`src/rtl/axil_arbiter_2to1.sv`:
```
// axil_arbiter_2to1: round-robin 2:1 AXI4-Lite arbiter with independent write and read paths.
module axil_arbiter_2to1 #(
    parameter int DATA_WIDTH = 32,
    parameter int ADDR_WIDTH = 8,
    parameter int RESP_WIDTH = 3,
    localparam int STRB_WIDTH = DATA_WIDTH / 8 + 1
) (
    input  logic                  axi_aclk,
    input  logic                  axi_aresetn,
    input  logic [ADDR_WIDTH-1:0] s0_axi_awaddr,
    input  logic                  s0_axi_awvalid,
    output logic                  s0_axi_awready,
    input  logic [DATA_WIDTH-1:0] s0_axi_wdata,
    input  logic [STRB_WIDTH-1:0] s0_axi_wstrb,
    input  logic                  s0_axi_wvalid,
    output logic                  s0_axi_wready,
    output logic [RESP_WIDTH-1:0] s0_axi_bresp,
    output logic                  s0_axi_bvalid,
    input  logic                  s0_axi_bready,
    input  logic [ADDR_WIDTH-1:0] s0_axi_araddr,
    input  logic                  s0_axi_arvalid,
    output logic                  s0_axi_arready,
    output logic [DATA_WIDTH-1:0] s0_axi_rdata,
    output logic [RESP_WIDTH-1:0] s0_axi_rresp,
    output logic                  s0_axi_rvalid,
    input  logic                  s0_axi_rready,
    input  logic [ADDR_WIDTH-1:0] s1_axi_awaddr,
    input  logic                  s1_axi_awvalid,
    output logic                  s1_axi_awready,
    input  logic [DATA_WIDTH-1:0] s1_axi_wdata,
    input  logic [STRB_WIDTH-1:0] s1_axi_wstrb,
    input  logic                  s1_axi_wvalid,
    output logic                  s1_axi_wready,
    output logic [RESP_WIDTH-1:0] s1_axi_bresp,
    output logic                  s1_axi_bvalid,
    input  logic                  s1_axi_bready,
    input  logic [ADDR_WIDTH-1:0] s1_axi_araddr,
    input  logic                  s1_axi_arvalid,
    output logic                  s1_axi_arready,
    output logic [DATA_WIDTH-1:0] s1_axi_rdata,
    output logic [RESP_WIDTH-1:0] s1_axi_rresp,
    output logic                  s1_axi_rvalid,
    input  logic                  s1_axi_rready,
    output logic [ADDR_WIDTH-1:0] m_axi_awaddr,
    output logic                  m_axi_awvalid,
    input  logic                  m_axi_awready,
    output logic [DATA_WIDTH-1:0] m_axi_wdata,
    output logic [STRB_WIDTH-1:0] m_axi_wstrb,
    output logic                  m_axi_wvalid,
    input  logic                  m_axi_wready,
    input  logic [RESP_WIDTH-1:0] m_axi_bresp,
    input  logic                  m_axi_bvalid,
    output logic                  m_axi_bready,
    output logic [ADDR_WIDTH-1:0] m_axi_araddr,
    output logic                  m_axi_arvalid,
    input  logic                  m_axi_arready,
    input  logic [DATA_WIDTH-1:0] m_axi_rdata,
    input  logic [RESP_WIDTH-1:0] m_axi_rresp,
    input  logic                  m_axi_rvalid,
    output logic                  m_axi_rready
);
    typedef enum logic [1:0] {W_IDLE, W_ADDR, W_RESP, W_BACK} w_state_t;
    typedef enum logic [1:0] {R_IDLE, R_ADDR, R_DATA, R_BACK} r_state_t;
    w_state_t w_state;
    r_state_t r_state;
    logic w_gnt, last_wgrant, r_gnt, last_rgrant;
    logic [RESP_WIDTH-1:0] bresp_q, rresp_q;
    logic [DATA_WIDTH-1:0] rdata_q;
    logic w_req0, w_req1, w_win, w_acc, w_back0, w_back1, w_done;
    logic r_req0, r_req1, r_win, r_acc, r_back0, r_back1, r_done;
    // Readies are gated by reset so nothing handshakes while the block is held in reset
    always_comb begin
        w_req0  = s0_axi_awvalid && s0_axi_wvalid;
        w_req1  = s1_axi_awvalid && s1_axi_wvalid;
        w_win   = w_req1 && (!w_req0 || !last_wgrant);
        w_acc   = axi_aresetn && w_state == W_IDLE && (w_req0 || w_req1);
        w_back0 = w_state == W_BACK && !w_gnt;
        w_back1 = w_state == W_BACK && w_gnt;
        w_done  = (w_back0 && s0_axi_bready) || (w_back1 && s1_axi_bready);
        r_req0  = s0_axi_arvalid;
        r_req1  = s1_axi_arvalid;
        r_win   = r_req1 && (!r_req0 || !last_rgrant);
        r_acc   = axi_aresetn && r_state == R_IDLE && (r_req0 || r_req1);
        r_back0 = r_state == R_BACK && !r_gnt;
        r_back1 = r_state == R_BACK && r_gnt;
        r_done  = (r_back0 && s0_axi_rready) || (r_back1 && s1_axi_rready);
    end
    assign s0_axi_awready = w_acc && !w_win;
    assign s0_axi_wready  = w_acc && !w_win;
    assign s1_axi_awready = w_acc && w_win;
    assign s1_axi_wready  = w_acc && w_win;
    assign s0_axi_bvalid  = w_back0;
    assign s1_axi_bvalid  = w_back1;
    assign s0_axi_bresp   = w_back0 ? bresp_q : '0;
    assign s1_axi_bresp   = w_back1 ? bresp_q : '0;
    assign s0_axi_arready = r_acc && !r_win;
    assign s1_axi_arready = r_acc && r_win;
    assign s0_axi_rvalid  = r_back0;
    assign s1_axi_rvalid  = r_back1;
    assign s0_axi_rdata   = r_back0 ? rdata_q : '0;
    assign s1_axi_rdata   = r_back1 ? rdata_q : '0;
    assign s0_axi_rresp   = r_back0 ? rresp_q : '0;
    assign s1_axi_rresp   = r_back1 ? rresp_q : '0;
    always_ff @(posedge axi_aclk or negedge axi_aresetn) begin
        if (!axi_aresetn) begin
            w_state       <= W_IDLE;
            w_gnt         <= 1'b0;
            last_wgrant   <= 1'b1;
            bresp_q       <= '0;
            m_axi_awaddr  <= '0;
            m_axi_wdata   <= '0;
            m_axi_wstrb   <= '0;
            m_axi_awvalid <= 1'b0;
            m_axi_wvalid  <= 1'b0;
            m_axi_bready  <= 1'b0;
        end else begin
            case (w_state)
                W_IDLE: if (w_acc) begin
                    w_state       <= W_ADDR;
                    w_gnt         <= w_win;
                    m_axi_awaddr  <= w_win ? s1_axi_awaddr : s0_axi_awaddr;
                    m_axi_wdata   <= w_win ? s1_axi_wdata : s0_axi_wdata;
                    m_axi_wstrb   <= w_win ? s1_axi_wstrb : s0_axi_wstrb;
                    m_axi_awvalid <= 1'b1;
                    m_axi_wvalid  <= 1'b1;
                end
                W_ADDR: begin
                    if (m_axi_awready) m_axi_awvalid <= 1'b0;
                    if (m_axi_wready) m_axi_wvalid <= 1'b0;
                    if ((!m_axi_awvalid || m_axi_awready) && (!m_axi_wvalid || m_axi_wready)) begin
                        w_state      <= W_RESP;
                        m_axi_bready <= 1'b1;
                    end
                end
                W_RESP: if (m_axi_bvalid) begin
                    w_state      <= W_BACK;
                    bresp_q      <= m_axi_bresp;
                    m_axi_bready <= 1'b0;
                end
                W_BACK: if (w_done) begin
                    w_state     <= W_IDLE;
                    last_wgrant <= w_gnt;
                end
                default: w_state <= W_IDLE;
            endcase
        end
    end
    always_ff @(posedge axi_aclk or negedge axi_aresetn) begin
        if (!axi_aresetn) begin
            r_state       <= R_IDLE;
            r_gnt         <= 1'b0;
            last_rgrant   <= 1'b1;
            rdata_q       <= '0;
            rresp_q       <= '0;
            m_axi_araddr  <= '0;
            m_axi_arvalid <= 1'b0;
            m_axi_rready  <= 1'b0;
        end else begin
            case (r_state)
                R_IDLE: if (r_acc) begin
                    r_state       <= R_ADDR;
                    r_gnt         <= r_win;
                    m_axi_araddr  <= r_win ? s1_axi_araddr : s0_axi_araddr;
                    m_axi_arvalid <= 1'b1;
                end
                R_ADDR: if (m_axi_arready) begin
                    r_state       <= R_DATA;
                    m_axi_arvalid <= 1'b0;
                    m_axi_rready  <= 1'b1;
                end
                R_DATA: if (m_axi_rvalid) begin
                    r_state      <= R_BACK;
                    rdata_q      <= m_axi_rdata;
                    rresp_q      <= m_axi_rresp;
                    m_axi_rready <= 1'b0;
                end
                R_BACK: if (r_done) begin
                    r_state     <= R_IDLE;
                    last_rgrant <= r_gnt;
                end
                default: r_state <= R_IDLE;
            endcase
        end
    end
endmodule

```
`config.mk`:
```
export PLATFORM = sky130hd
export DESIGN_NAME = axil_arbiter_2to1
export DESIGN_NICKNAME = d
export VERILOG_FILES = /design/src/rtl/axil_arbiter_2to1.sv
export SDC_FILE = /design/constraint.sdc
export NUM_CORES = 1
export LEC_CHECK = 0
export ABC_AREA = 1
export BUFFER_PORTS_ARGS = -buffer_cell sky130_fd_sc_hd__buf_2
export CAP_MARGIN = 5
export CELL_PAD_IN_SITES_DETAIL_PLACEMENT = 1
export CELL_PAD_IN_SITES_GLOBAL_PLACEMENT = 2
export CORE_MARGIN = 2
export CORE_UTILIZATION = 24
export CTS_BUF_LIST = sky130_fd_sc_hd__clkbuf_8
export DETAILED_ROUTE_END_ITERATION = 16
export PLACE_DENSITY = 0.95
export SETUP_SLACK_MARGIN = 0.02
export SLEW_MARGIN = 10
export SYNTH_ARGS = -nofsm -noshare
export SYNTH_HDL_FRONTEND = slang
export SYNTH_SLANG_ARGS = --single-unit
```
`constraint.sdc`:
```
create_clock -name axi_aclk -period 4.4 [get_ports axi_aclk]
set_clock_uncertainty 0.2 [all_clocks]
set_input_delay 0.88 -clock axi_aclk [delete_from_list [all_inputs] [get_ports axi_aclk]]
set_output_delay 0.88 -clock axi_aclk [all_outputs]
set_load 0.01 [all_outputs]
```
Word level (Yosys, flattened, before mapping)
Cells that the tools add are included.

Equality and inequality tests: 16. Reductions and logical operators: 58. Multiplexer cells: 34.

Operators with widths (count): 32-bit two-way mux (3); 1-bit logical AND (21); 2-bit != test, second input constant (10); 2-bit two-way mux (8); 8-bit two-way mux (2); 2-bit case mux with 4 select lines (2); 3-bit AND reduction (5); 3-bit two-way mux (4); 2-bit AND reduction (6); 1-bit zero test (10); 1-bit case mux with 2 select lines (5); 1-bit two-way mux (9); 2-bit equality test, second input constant (4); 1-bit logical OR (8); 4-bit AND reduction (2); 2-bit nonzero test (4); 5-bit two-way mux (1); 2-bit by 1-bit equality test with 1-bit output, second input constant (2); 2-bit zero test (2).

Output and inout bits: 144. Flip-flop bits (word level): 104. Word-level logic and storage cells: 126. Input bits: 161.

Logic depth before layout (Yosys ltp)
Word-level depth: 6. Depth in mapped cells: 10. Depth with buffers taken out: 9.

Worst setup path before layout
OpenSTA, ideal clock, no wires.

Path type: input-to-output. Start: in s1_axi_awvalid. End: out s0_axi_wready. Path buffers: 2. Data required time: 3.320 ns. Stages: 6. Path slack: 1.710 ns. Arrival: 1.610 ns. Cells stage by stage: nand2_1 nand2_1 nand2_2 a21oi_4 buf_6 buf_4.

Cells in the longest elaborated chain, start to end: 4. Elaborated cells between the ends (all ways): 6. Classes of those cells: reduce/logical (6).

RTL lines: start: declaration (RTL line 28) `input logic s1_axi_awvalid,`; 1-bit logical AND (*) (RTL line 74) `w_req1 = s1_axi_awvalid && s1_axi_wvalid;`; 1-bit logical OR or 1-bit logical AND (tied branches) (RTL line 76, 75); 1-bit logical AND or 1-bit zero test (tied branches); 1-bit logical AND (*); end: declaration (RTL line 16) `output logic s0_axi_wready,`.

Every way passes the cells marked *; elsewhere a longest branch is shown, timed or not.

Worst setup path in the final report
Start: reg r_state[1]. End: out s0_axi_rdata[13].

Cells in the longest elaborated chain, start to end: 3.

RTL lines: start: declaration (RTL line 65) `r_state_t r_state;`; start signal: assignment (RTL line 150) `r_state <= R_IDLE;`; start signal: assignment (RTL line 161) `r_state <= R_ADDR;`; start signal: assignment (RTL line 167) `r_state <= R_DATA;`; 2-bit equality test (RTL line 84) `r_back0 = r_state == R_BACK && !r_gnt;`; 1-bit logical AND (RTL line 84); 32-bit two-way mux (RTL line 100) `assign s0_axi_rdata = r_back0 ? rdata_q : '0;`; end: declaration (RTL line 23) `output logic [DATA_WIDTH-1:0] s0_axi_rdata,`.

Every way passes these cells.

==> flow_summary.ini <==
[outcome]
status = complete, no violations

[worst_setup_path]
worst-path-buf-inv = 3
crit_required_ns = 3.32
critPathMaxFanout = 35
crit_family = buffers and inverters
r2r_end = m_axi_wdata[27]
rrSetupSlack_ns = 2.01
r2r-start = w_state[0]
cpPeakStageDelay_ns = 0.76
crit_type = flop to primary output
cp_common_cell = nor2_1
worstSetupStartpointType = flop
critPathSlowestCell = clkinv_1
critPathCaptureType = primary output
crit_chain = ha_1 > inv_1 > nor2_1 > clkinv_1 > nor2_1 > buf_2
cp.arrival_ns = 2.45
reg2reg_depth = 9

[run]
drv_cap = 0

[cts]
hold_buffers = 0
cts_resized = 0
cts.sinks = 104
cts_tree = done
insertion_delay_ns = 0.37
post_cts_buffers = 0
cts_root_buf = clkbuf_8
cts.htree.levels = 3
numCtsBuffers = 9
clk_pin_slew_ns = 0.10
cts.path.max_buffers = 2

[timing]
drv_slew = 0
max_freq_mhz = 282.9
setup_tns_ns = 0
tightest_slew_ns = 0.9269
finalCriticalPeriod_ns = 3.534
hold_viol = 0
final-setup-viol-count = 0
fin_ws_ns = 0.8657
slew_headroom_pct = 37.82
period_share_pct = 80.33
rsz0062_at_grt = false

[power_and_ir_drop]
finalPower_mw = 4.168
p_int_mw = 2.426
leakage_nw = 4.138
cellPowerDensity_nw_per_um2 = 601.3
clkPwrFrac_pct = 15.3
p_sw_mw = 1.742
pwr-share-seq_pct = 38.9
vdd_drop_max_uv = 215.6
pwr-share-comb_pct = 45.9
sw_frac_of_total_pct = 41.79

[global_route]
antenna_found_initial = 1
grt_max_degree = 55
grt_pass1_vias = 5309
overflow = 0
track_usage_pct = 15.46
grt_pass1_wl_um = 26900

[detailed_routing]
drc_errors = 0
vias = 5175
wire_per_inst_um = 14.05
routed_via_density = 4.263
wirelength_um = 17060
drt_first_pass_iters = 4
drtIter0Drc = 132
ant_nets = 0

[synthesis]
synth_cell_types = 23
yosysWarnings = 0
synthCells = 649
syn_avg_cell_area_um2 = 7.665
ys_ff_latch = 104
synth_nets = 820
yosysSeqAreaShare_pct = 52.36
synth_area_um2 = 4975

[placement]
dp.final_hpwl_um = 13270
gp_congestion = 0.7552
placement.io_buffers = 304
place_ws_ns = 1.251

[cells_and_area]
drive_above_1_share_pct = 35.59
layout_commonest_cell = buf_2
nFillCells = 2621
area.growth.synth_to_final_pct = 39.34
most-common-layout-cells = buf_2, nand2_1, nor2_1
nets = 1111
final_util_pct = 34.15
diodes = 0

[floorplan]
dieArea_um2 = 21900
core_region_area_um2 = 20300
pin_count = 305
num_rows = 52
start_util_pct = 24.51
die-height_um = 148.0
dieWidth_um = 148.0

[worst_hold_path]
hp-class = input pin to async pin
## metal layers
layer / up-vias / part of all wire [%] / GRT usage (%)
met5: - / 0 / 0
met4: 0 / 1.6 / 4.952
met3: 16 / 9.4 / 5.525
met2: 211 / 48 / 26.78
met1: 2385 / 41 / 17.81
li1: 2563 / - / -
## cells by family after synthesis
kind of cell | share of synthesized area, %
fa+ha+maj | 2.515
simple gates | 30.58
flops | 52.36
compound gates | 6.112
buf+inv | 8.425
## stage by stage
stage	instances	hold slack, ns	instance area [µm²]
global placement	1199	0.2486	6724
detailed placement	1199	0.2625	6724
global route	1214	0.04480	6932
floorplan	649	0.2420	4975
CTS	1214	0.04986	6929
finish	1214	0.08504	6932
## flip-flops by register name, summed over array words and instances, names as in the netlist, 2 cells and up
name and flops:
m_axi_wdata 32, rdata_q 32, m_axi_araddr 8, m_axi_awaddr 8, m_axi_wstrb 5, bresp_q 3, rresp_q 3, r_state 2
w_state 2
## synthesized netlist by cell type
cell type,count,area share (%)
a21oi_1,47,4.7
a21oi_4,1,0.33
a22o_1,1,0.18
buf_2,11,1.1
buf_4,3,0.45
buf_6,4,0.91
clkbuf_1,12,0.91
clkinv_1,2,0.15
dfrtp_1,102,51
dfstp_2,2,1.1
ha_1,10,2.5
inv_1,64,4.8
inv_2,1,0.075
nand2_1,196,15
nand2_2,1,0.13
nand3_1,61,6.1
nor2_1,120,9.1
nor2_2,1,0.13
nor3_1,1,0.10
o21ai_0,3,0.30
o21bai_1,3,0.45
o22ai_1,1,0.13
or2_2,2,0.25
## cell type report
cell class              instances  area (µm²)  area share (%)
clock buffers                  11       151.4           2.184
clock inverters                 4       53.80          0.7762
inverters                      67       251.5           3.628
multi-input cells             448        1963           28.32
flip-flops and latches        104        2605           37.58
well taps                     270       337.8           4.874
repair buffers                310        1569           22.64
## worst max path at each step
stage                         from               end  slack [ns]  depth (start not counted)
floorplan           s1_axi_awvalid     s0_axi_wready        1.71                          6
global placement        r_state[0]   s0_axi_rresp[2]        1.44                          6
detailed placement      r_state[1]  s0_axi_rdata[13]        1.25                          6
CTS                     r_state[1]  s0_axi_rdata[13]        0.81                          6
global route            r_state[0]   s0_axi_rresp[0]        0.44                          6
finish                  r_state[1]  s0_axi_rdata[13]        0.87                          6
## power groups by stage
stage / clock network, mW / logic (mW) / registers (mW)
after floorplan: 0 / 1.03 / 1.73
after global placement: 0 / 1.90 / 1.62
after detailed placement: 0 / 1.95 / 1.64
after CTS: 0.672 / 1.96 / 1.62
after global routing: 0.709 / 2.17 / 1.68
final: 0.636 / 1.91 / 1.62
Note: power is estimated with default switching activity, not from simulation.
